===== src/rtl/sccb_cfg_sequencer.sv =====
// Walks the camera register LUT and drives the SCCB/I2C master: power-up wait, ID reads, then writes.
// Optional write readback verification is enabled with `define SCCB_CFG_READBACK_EN.
module sccb_cfg_sequencer #(
  parameter logic [23:0] POWERUP_DLY = 24'd1_000_000,
  parameter logic [23:0] SWRESET_DLY = 24'd250_000,
  parameter logic [7:0]  READ_CNT    = 8'd2,
  parameter logic [3:0]  MAX_RETRY   = 4'd3
) (
  input  logic        clk,
  input  logic        rst_n,
  input  logic        cfg_restart,
  output logic [7:0]  lut_index,
  input  logic [15:0] lut_data,
  input  logic [7:0]  lut_size,
  output logic        i2c_req,
  output logic        i2c_rw,
  output logic [7:0]  i2c_addr,
  output logic [7:0]  i2c_wdata,
  input  logic        i2c_done,
  input  logic        i2c_nack,
  input  logic [7:0]  i2c_rdata,
  output logic        cfg_busy,
  output logic        cfg_done,
  output logic        cfg_err,
  output logic        id_mismatch
);

  typedef enum logic [2:0] {
    PWR_WAIT,
    ISSUE,
    WAIT,
    SW_WAIT,
    NEXT,
    DONE,
    ERROR
`ifdef SCCB_CFG_READBACK_EN
    , VERIFY
`endif
  } state_t;

  state_t      state;
  logic [23:0] dly_cnt;
  logic [3:0]  retry;
  logic [7:0]  next_index;
  logic        pwr_expired;
  logic        sw_expired;
  logic        is_swreset;
  logic        retry_left;
  logic        txn_fail;
`ifdef SCCB_CFG_READBACK_EN
  logic        verifying;
`endif

  assign next_index  = lut_index + 8'd1;
  assign pwr_expired = (dly_cnt + 24'd1) >= POWERUP_DLY;
  assign sw_expired  = (dly_cnt + 24'd1) >= SWRESET_DLY;
  assign is_swreset  = !i2c_rw && ({i2c_addr, i2c_wdata} == 16'h1280);
  assign retry_left  = retry < MAX_RETRY;

  // A readback that disagrees with the written byte is handled exactly like a NACK.
  always_comb begin
    txn_fail = i2c_nack;
`ifdef SCCB_CFG_READBACK_EN
    if (verifying && (i2c_rdata != i2c_wdata)) txn_fail = 1'b1;
`endif
  end

  always_ff @(posedge clk or negedge rst_n) begin
    if (!rst_n) begin
      state       <= PWR_WAIT;
      dly_cnt     <= '0;
      retry       <= '0;
      lut_index   <= '0;
      i2c_req     <= 1'b0;
      i2c_rw      <= 1'b0;
      i2c_addr    <= '0;
      i2c_wdata   <= '0;
      cfg_busy    <= 1'b1;
      cfg_done    <= 1'b0;
      cfg_err     <= 1'b0;
      id_mismatch <= 1'b0;
`ifdef SCCB_CFG_READBACK_EN
      verifying   <= 1'b0;
`endif
    end else begin
      case (state)
        PWR_WAIT: begin
          if (pwr_expired) begin
            dly_cnt <= '0;
            if (lut_size == 8'd0) begin
              state    <= DONE;
              cfg_busy <= 1'b0;
              cfg_done <= 1'b1;
            end else begin
              state <= ISSUE;
            end
          end else begin
            dly_cnt <= dly_cnt + 24'd1;
          end
        end
        ISSUE: begin
          i2c_addr  <= lut_data[15:8];
          i2c_wdata <= lut_data[7:0];
          i2c_rw    <= (lut_index < READ_CNT);
          i2c_req   <= 1'b1;
          state     <= WAIT;
`ifdef SCCB_CFG_READBACK_EN
          verifying <= 1'b0;
`endif
        end
        WAIT: begin
          if (i2c_done) begin
            i2c_req <= 1'b0;
            if (txn_fail) begin
              if (retry_left) begin
                retry <= retry + 4'd1;
                state <= ISSUE;
              end else begin
                state    <= ERROR;
                cfg_busy <= 1'b0;
                cfg_err  <= 1'b1;
              end
            end
`ifdef SCCB_CFG_READBACK_EN
            else if (verifying) begin
              state <= NEXT;
            end
`endif
            else if (i2c_rw) begin
              if (i2c_rdata != lut_data[7:0]) id_mismatch <= 1'b1;
              state <= NEXT;
            end else if (is_swreset) begin
              state <= SW_WAIT;
            end else begin
`ifdef SCCB_CFG_READBACK_EN
              state <= VERIFY;
`else
              state <= NEXT;
`endif
            end
          end
        end
`ifdef SCCB_CFG_READBACK_EN
        VERIFY: begin
          // Same address and data fields are kept; only the direction flips to read.
          i2c_rw    <= 1'b1;
          i2c_req   <= 1'b1;
          verifying <= 1'b1;
          state     <= WAIT;
        end
`endif
        SW_WAIT: begin
          if (sw_expired) begin
            dly_cnt <= '0;
            state   <= NEXT;
          end else begin
            dly_cnt <= dly_cnt + 24'd1;
          end
        end
        NEXT: begin
          retry     <= '0;
          lut_index <= next_index;
          if (next_index == lut_size) begin
            state    <= DONE;
            cfg_busy <= 1'b0;
            cfg_done <= 1'b1;
          end else begin
            state <= ISSUE;
          end
        end
        DONE, ERROR: begin
          if (cfg_restart) begin
            id_mismatch <= 1'b0;
            lut_index   <= '0;
            retry       <= '0;
            dly_cnt     <= '0;
            cfg_busy    <= 1'b1;
            cfg_done    <= 1'b0;
            cfg_err     <= 1'b0;
            state       <= PWR_WAIT;
          end
        end
        default: state <= PWR_WAIT;
      endcase
    end
  end

endmodule


===== config.mk =====
export PLATFORM = sky130hd
export DESIGN_NAME = sccb_cfg_sequencer
export DESIGN_NICKNAME = d
export VERILOG_FILES = /design/src/rtl/sccb_cfg_sequencer.sv
export SDC_FILE = /design/constraint.sdc
export NUM_CORES = 1
export LEC_CHECK = 0
export BUFFER_PORTS_ARGS = -buffer_cell sky130_fd_sc_hd__buf_2
export CORE_MARGIN = 2
export CORE_UTILIZATION = 51
export CTS_CLUSTER_DIAMETER = 150
export DETAILED_ROUTE_END_ITERATION = 8
export GPL_ROUTABILITY_DRIVEN = 0
export PLACE_DENSITY = 0.82
export SYNTH_ARGS = -nofsm -noshare
export SYNTH_HDL_FRONTEND = slang
export SYNTH_SLANG_ARGS = --single-unit

===== constraint.sdc =====
create_clock -name clk -period 2.85 [get_ports clk]
set_clock_uncertainty 0.15 [all_clocks]
set_input_delay 0.57 -clock clk [delete_from_list [all_inputs] [get_ports clk]]
set_output_delay 0.57 -clock clk [all_outputs]
set_load 0.05 [all_outputs]

* Word level (Yosys, flattened, before mapping)
Index checks and enable logic that the tools add are counted.
Storage, ports and cells: input bits 37, memory bits (writable) 0, word-level logic and storage cells 107, bits in read-only memories 0, latch bits 0, memories 0, bits in registers 61
Cells by class: $add $sub $neg 3, $mul 0, div/mod/pow operators 0, shift operators 0, bitwise gates (word level) 0, reduce and logical (&&, ||, !) cells 21, muxes and demuxes 46, equality and inequality tests 21, order comparisons 4
Operators by type and width (number):
- $mux 24 | 3
- $pmux 24 s3 | 1
- $mux 3 | 10
- $add 24x1->24 const B | 1
- $ge 24x18->1 const B | 1
- $ge 24x20->1 const B | 1
- $ne 2x2->1 const B | 12
- $mux 1 | 19
- $pmux 3 s6 | 1
- $eq 16x13->1 const B | 1
- $mux 4 | 4
- $pmux 8 s2 | 1
- $reduce_and 5->1 | 3
- $pmux 4 s3 | 1
- $eq 3x3->1 const B | 3
- $reduce_bool 3->1 | 3
- $add 8x1->8 const B | 1
- $eq 8x8->1 | 1
- $logic_not 8->1 | 1
- $lt 8x2->1 const B | 1
- $mux 8 | 1
- $ne 8x8->1 | 1
- $reduce_and 8->1 | 1
- $eq 3x2->1 const B | 2
- 15 further kinds | 21

* Logic depth before layout (Yosys ltp)
Gate-level depths: netlist of the first run.
depth in word-level cells 7, mapped depth 12, depth with buffers taken out 9

* Worst setup path after synthesis of the first run
No wires, ideal clock.
path type reg-to-reg, start point register dly_cnt[0], end point register state[0], path slack -79 ps, arrival 2651 ps, cell stages (with the launch flop) 11, cell sequence dfrtp_1 -> ha_1 -> nand4_1 -> or4_4 -> xor2_1 -> a2111oi_4 -> o211ai_1 -> and4b_1 -> buf_6 -> a211oi_2 -> mux2_1
Between the ends: longest elaborated chain between the ends 4, elaborated cells on any way between the ends 6, classes of those cells add/sub (1); order compare (2); eq/ne (2); reduce/logical (1)
Ends and longest elaborated chain:
- start, declared | RTL line 42 | logic [23:0] dly_cnt;
- start signal, assigned | RTL line 98 | dly_cnt <= dly_cnt + 24'd1;
- start signal, assigned | RTL line 157 | dly_cnt <= dly_cnt + 24'd1;
- $add 24x1->24 (*) | RTL line 55, 56
- $ge 24x18->1 / $ge 24x20->1 (equally long branches) | RTL line 56, 55
- $ne 2x2->1 (no source line)
- $reduce_and 4->1 (no source line) (*)
- end signal, assigned | RTL line 70 | state <= PWR_WAIT;
- end signal, assigned | RTL line 91 | state <= DONE;
- end signal, assigned | RTL line 95 | state <= ISSUE;
- end, declared | RTL line 41 | state_t state;
Every way passes the cells marked *; elsewhere a longest branch is shown, timed or not. A chain may end at the register's enable or synchronous reset.

* Worst setup path after layout of the first run
Ends and elaborated chain as after synthesis.

==> flow_summary.yaml, run 1 <==
status:
  status: "finished with violations"
  violations: "negative setup slack"
yosys:
  synthCells: 437
  synth-edff-count: 0
  ys_async_sr_fraction: 1.00
  syn-mean-instance-area_um2: 8.89
  synth.area.mux_share: 0.0599
  synth_area_leaders: "dfrtp_1 (39%), nand2_1 (6.4%), mux2_2 (4.9%)"
  synth_top_family_by_area: "simple AND/OR/NAND/NOR gates"
  synth_fa_ha_area_frac: 0.0148
  synth_compound_area_frac: 0.178
  synth_top_cell_area_share: 0.386
  ys_top_cells_by_count: "nand2_1 (66), dfrtp_1 (60), o21ai_0 (22)"
  synth_xor_area_frac: 0.0608
  netlist_area_um2: 3890
  netlist.top_cell.by_area: "dfrtp_1"
  yosysMostFrequentCell: "nand2_1"
  yosysWarnings: 0
  yosysUniqueCellTypes: 71
  seq_area_frac_synth: 0.393
  synth.net_count: 478
  yosys.area_share.simple: 0.252
  synth-seq-cells: 61
  synthFlopType: "dfrtp_1"
setup_path:
  critical_path_arrival_ps: 3040
  crit_chain: "buf_4, and3_1, buf_4, nand4_4, o21ai_2, buf_4, a2111oi_4, o211ai_1, and4b_2, a211oi_4, mux2_4"
  cp_max_fo: 5
  required_ps: 2940
  r2r_start: "dly_cnt[0]"
  path_buf_inv: 3
  r2r_slack_ps: -100
  critPathLaunchType: "flop"
  critical_path.endpoint_type: "flop"
  critical-path-top-delay-family: "compound AO/OA/AOI/OAI gates"
  ff2ff_path_depth: 11
  slowest_delay_ps: 420
  crit_start: "dly_cnt[0]"
  crit_cells: 11
  slowest_stage: "dfrtp_1"
  path_common_cell: "buf_4"
  reg2reg_to: "state[0]"
  crit_type: "flop to flop"
  endpoint: "state[0]"
grt:
  grt_pass1_wl_mm: 17.3
  grt_use_total: 0.256
  grt-ovfl-total: 0
  grt_max_degree: 33
  antenna_found_initial: 0
  grt_pass1_vias: 3719
floorplanning:
  pin_count: 67
  coreArea_um2: 7330
  fp.dieW_um: 91.3
  initial_core_util: 0.530
  dieArea_um2: 8330
  rows: 31
  die_y_um: 91.3
cells_and_area:
  layout.nets: 584
  area_growth_pct: 30.5
  num_antenna_cells: 0
  post_route_cells_drive_above_1_share: 0.365
  fin_util: 0.692
  final_cells: 647
routing:
  viasPerCell: 6.06
  routedWlPerCell_um: 16.9
  first_iter_violations: 279
  drc_errors: 0
  vias: 3924
  dr.pass1.iters: 6
  drt-total-wl_mm: 10.9
  antenna_left: 0
timing:
  setup_ws_ps: -99.6
  timing.final.max_slew_violations: 0
  relSlewSlack: 0.298
  post-route-min-period_ps: 2950
  fmax_ghz: 0.339
  hold_viol_final: 0
  setup_viol: 24
  tightest_slew_ps: 1040
  holdWs_ps: 112
  rsz0062_at_grt: "yes"
  finalCritPeriodShare: 1.03
cts:
  cts_tree: "built"
  clock_latency_ps: 360
  numCtsBuffers: 9
  cts_hold_buffers: 0
  clock_path_buffers: 2
  root_buffer: "clkbuf_8"
  htreeDepth: 3
  clock_sinks: 61
  clkTransAtPathRegs_ps: 80
job:
  maxCapViolCount: 0
worst_hold_path:
  hold_class: "input port to asynchronous set/reset pin"
placed_design:
  hpwl_mm: 7.57
  place_inst: 621
  portBuffers: 66
pwr:
  vdd_drop_max_mv: 0.923
  leakage_nw: 2.21
  power_density_nw_per_um2: 1210
[power breakdown]
group          leakage, nW  internal [W]  total (W)  switching [W]
logic                 1.35       0.00137    0.00370        0.00233
clock network        0.100      0.000408   0.000820       0.000411
registers            0.756       0.00122    0.00162       0.000399
total                 2.21       0.00301    0.00615        0.00314
[area by class of cell]
type,instances,area (um2)
Inverter,8,30.0
Clock inverter,7,73.8
Multi-Input combinational cell,339,2390
Timing Repair Buffer,124,802
Fill cell,527,2260
Tap cell,99,124
Clock buffer,9,124
Sequential cell,61,1530
[metal layers]
layer  GRT usage  share of wire  vias up
li1            -              -     1810
met1       0.333           0.41     1934
met2       0.426           0.50      142
met3      0.0332          0.049       38
met4       0.116          0.034        0
met5           0              0        -
[flip-flops by register name (all words and copies together), names as in the netlist]
register	count
lut_index	8
retry	4
cfg_done	1
i2c_rw	1
dly_cnt	24
state	3
id_mismatch	1
cfg_err	1
i2c_req	1
i2c_wdata	8
cfg_busy	1
i2c_addr	8
[cells by family after synthesis]
| family | after synthesis |
|---|---|
| flops | 61 |
| compound gates | 102 |
| simple gates | 185 |
| mux | 21 |
| xor+xnor | 27 |
| buf+inv | 37 |
| fa+ha+maj | 4 |
[through the flow]
step	TNS (ps)	setup WS [ps]	total power, W	area [um2]
floorplan	-24.3	-24.3	0.00397	3900
global placement	0	61.5	0.00485	4600
detailed placement	-404	-89.7	0.00498	4600
CTS	-657	-101	0.00584	4830
global route	-3650	-205	0.00649	5070
finish	-996	-99.6	0.00615	5070
[what timing repair did]
action                                  CTS  global route
endpoints found under the setup margin   17            25
pin swaps                                 2            20
gates resized for setup                   5            38
buffers inserted                          2             8
[cells in the final DEF (no fill, tap or decap), types with 3 or more instances in the layout]
cell type  count
nor3_1        17
o21ai_1        6
a21oi_1       11
nor2_1        20
nor4_1         8
or3_1          3
nor3_4         3
and3_1         5
o211ai_1      10
o21ai_2       11
nand3_1       14
o22ai_2        4
mux2i_1        3
buf_4         53
a211oi_1       4
and2_1         9
mux2_2        17
and4_1         3
nor2b_1        4
nor4b_1        3
dfrtp_1       60
o21ai_0       19
nand4_1       10
buf_6          3
xnor2_1       21
nand2_1       66
a21boi_0       3
a31oi_1        4
inv_1          8
clkbuf_8       9
xor2_1         5
o21a_1         3
buf_2         66
[worst reg2reg max path: cells and delay by family (launching register included)]
| kind | cells | cell delay [ps] |
|---|---|---|
| compound gates | 4 | 820 |
| buf+inv | 3 | 490 |
| flops | 1 | 420 |
| mux | 1 | 320 |
| simple gates | 3 | 630 |
[worst min-delay path by stage]
stage	from	to	slack (ps)
finish	rst_n	dly_cnt[15]	110
global route	rst_n	dly_cnt[15]	180
CTS	rst_n	dly_cnt[12]	130
detailed placement	cfg_err	cfg_err	340
global placement	cfg_busy	cfg_busy	320
floorplan	rst_n	cfg_done	120
(Power assumes the default switching activity.)
==> run 2, diff against run 1 <==
- CORE_MARGIN: 2 -> default
- RECOVER_POWER: default -> 100
- REMOVE_ABC_BUFFERS: default -> 1
==> run 2 against run 1 <==
Compared with the run above: the run still ends with negative setup slack left; non-clock buffer count is 5 higher; die area down 4.3%; first-iteration DRC count up 90%; global-route usage up 0.27 points; highest routed layer unchanged; largest cell class unchanged; wire length is 2.1% higher; maximum frequency shrank 0.64%; clock power is 8.3% lower; sequential power barely moved.
==> flow_summary.yaml, run 2 (synthesis gave the netlist of run 1 again) <==
status:
  status: "finished with violations"
  violations: "negative setup slack"
routing:
  first_iter_violations: 531
  vias: 3997
  drt-total-wl_mm: 11.2
  dr.pass1.iters: 5
  viasPerCell: 6.13
  antenna_left: 0
  drc_errors: 0
  routedWlPerCell_um: 17.1
pwr:
  total_switching_power_w: 0.00314
  vdd_drop_max_mv: 0.703
  p_total_w: 0.00611
  leakage_nw: 2.09
  p_comb_frac: 0.611
  pwr-share-clk: 0.123
  internal-power_w: 0.00297
  power_frac_seq: 0.266
  swShare: 0.514
  power_density_nw_per_um2: 1200
setup_path:
  critPathLaunchType: "flop"
  critical_path.endpoint_type: "flop"
  slowest_stage: "or4_4"
  required_ps: 2930
  slowest_delay_ps: 610
  critical-path-top-delay-family: "simple AND/OR/NAND/NOR gates"
  critical_path_arrival_ps: 3040
  crit_type: "flop to flop"
  path_buf_inv: 0
  crit_chain: "ha_2, nand4_1, or4_4, xor2_4, a2111oi_4, o211ai_1, and4b_2, a211oi_2, mux2_4"
  cp_max_fo: 4
timing:
  fmax_ghz: 0.337
  holdWs_ps: 309
  setup_viol: 22
  hold_viol_final: 0
  post-route-min-period_ps: 2970
  finalCritPeriodShare: 1.04
  rsz0062_at_grt: "yes"
  tightest_slew_ps: 1490
  relSlewSlack: 0.00970
  setup_ws_ps: -119
  timing.final.max_slew_violations: 0
placed_design:
  pre_cts_slack_ps: -73.5
  hpwl_mm: 7.43
  portBuffers: 66
grt:
  grt_use_total: 0.258
  grt-ovfl-total: 0
  antenna_found_initial: 0
  grt_pass1_wl_mm: 15.9
  grt_pass1_vias: 3454
  grt_max_degree: 30
cts:
  htreeDepth: 3
  numCtsBuffers: 9
  root_buffer: "clkbuf_8"
  cts_tree: "built"
  clkTransAtPathRegs_ps: 70
  clock_path_buffers: 2
  clock_latency_ps: 350
  clock_sinks: 61
floorplanning:
  die_y_um: 89.3
  initial_core_util: 0.533
  rows: 31
  pin_count: 67
  dieArea_um2: 7970
  coreArea_um2: 7290
  fp.dieW_um: 89.3
cells_and_area:
  num_antenna_cells: 0
  area_growth_pct: 30.4
  largest_reg_flops: 24
  layout_common_cells: "nand2_1 (66), dfrtp_1 (59), buf_4 (48)"
  regMostFlops: "dly_cnt"
  post_route_cells_drive_above_1_share: 0.307
  layout.nets: 589
  final_common_cell: "nand2_1"
worst_hold_path:
  hold_class: "input port to flop"
job:
  maxCapViolCount: 0
==> run 2: worst paths after layout <==
kind                                    from          end  slack (ps)  cells after the start
worst min-delay path            lut_data[13]  i2c_addr[5]         310                      2
worst max register to register    dly_cnt[0]     state[0]        -120                      9
max in group asynchronous              rst_n   dly_cnt[6]         510                      2
worst max-delay path              dly_cnt[0]     state[0]        -120                      9
min in group asynchronous              rst_n   dly_cnt[4]         420                      1
worst min register to register      cfg_busy     cfg_busy         350                      2
==> run 2: area by class of cell <==
type                    instances  area (um2)
clock buffers                  10         128
clock inverters                 6        63.8
fillers                       543        2220
inverters                       8        30.0
multi-input cells             339        2430
flip-flops and latches         61        1530
well taps                      99         124
repair buffers                129         768
==> run 2: routing by layer <==
metal	GRT usage	up-vias	part of all wire
met1	0.350	1913	0.43
met3	0.0462	39	0.063
met2	0.410	210	0.49
met4	0.108	0	0.025
li1	-	1835	-
met5	0	-	0
==> run 2: timing repair <==
item / 4_1_cts / 5_1_grt
resized for setup: 8 / 44
setup endpoints to repair: 16 / 24
hold buffers: 0 / 0
buffers inserted: 2 / 7
pin swaps: 8 / 20
==> run 2: through the flow <==
step	TNS, ps	std cells	util	instance area (um2)
3_3_place_gp	0	629	0.636	4640
5_1_grt	-3070	652	0.695	5070
2_1_floorplan	-596	408	-	3760
3_5_place_dp	-553	629	0.636	4640
6_report	-1160	652	0.695	5070
4_1_cts	-41.0	647	0.668	4870
==> run 2: power by group through the flow <==
stage | logic [W] | registers, W | clock network, W
global placement | 0.00332 | 0.00158 | 0
detailed placement | 0.00341 | 0.00160 | 0
CTS | 0.00347 | 0.00159 | 0.000752
global route | 0.00399 | 0.00167 | 0.000802
finish | 0.00373 | 0.00162 | 0.000752
floorplan | 0.00148 | 0.00235 | 0
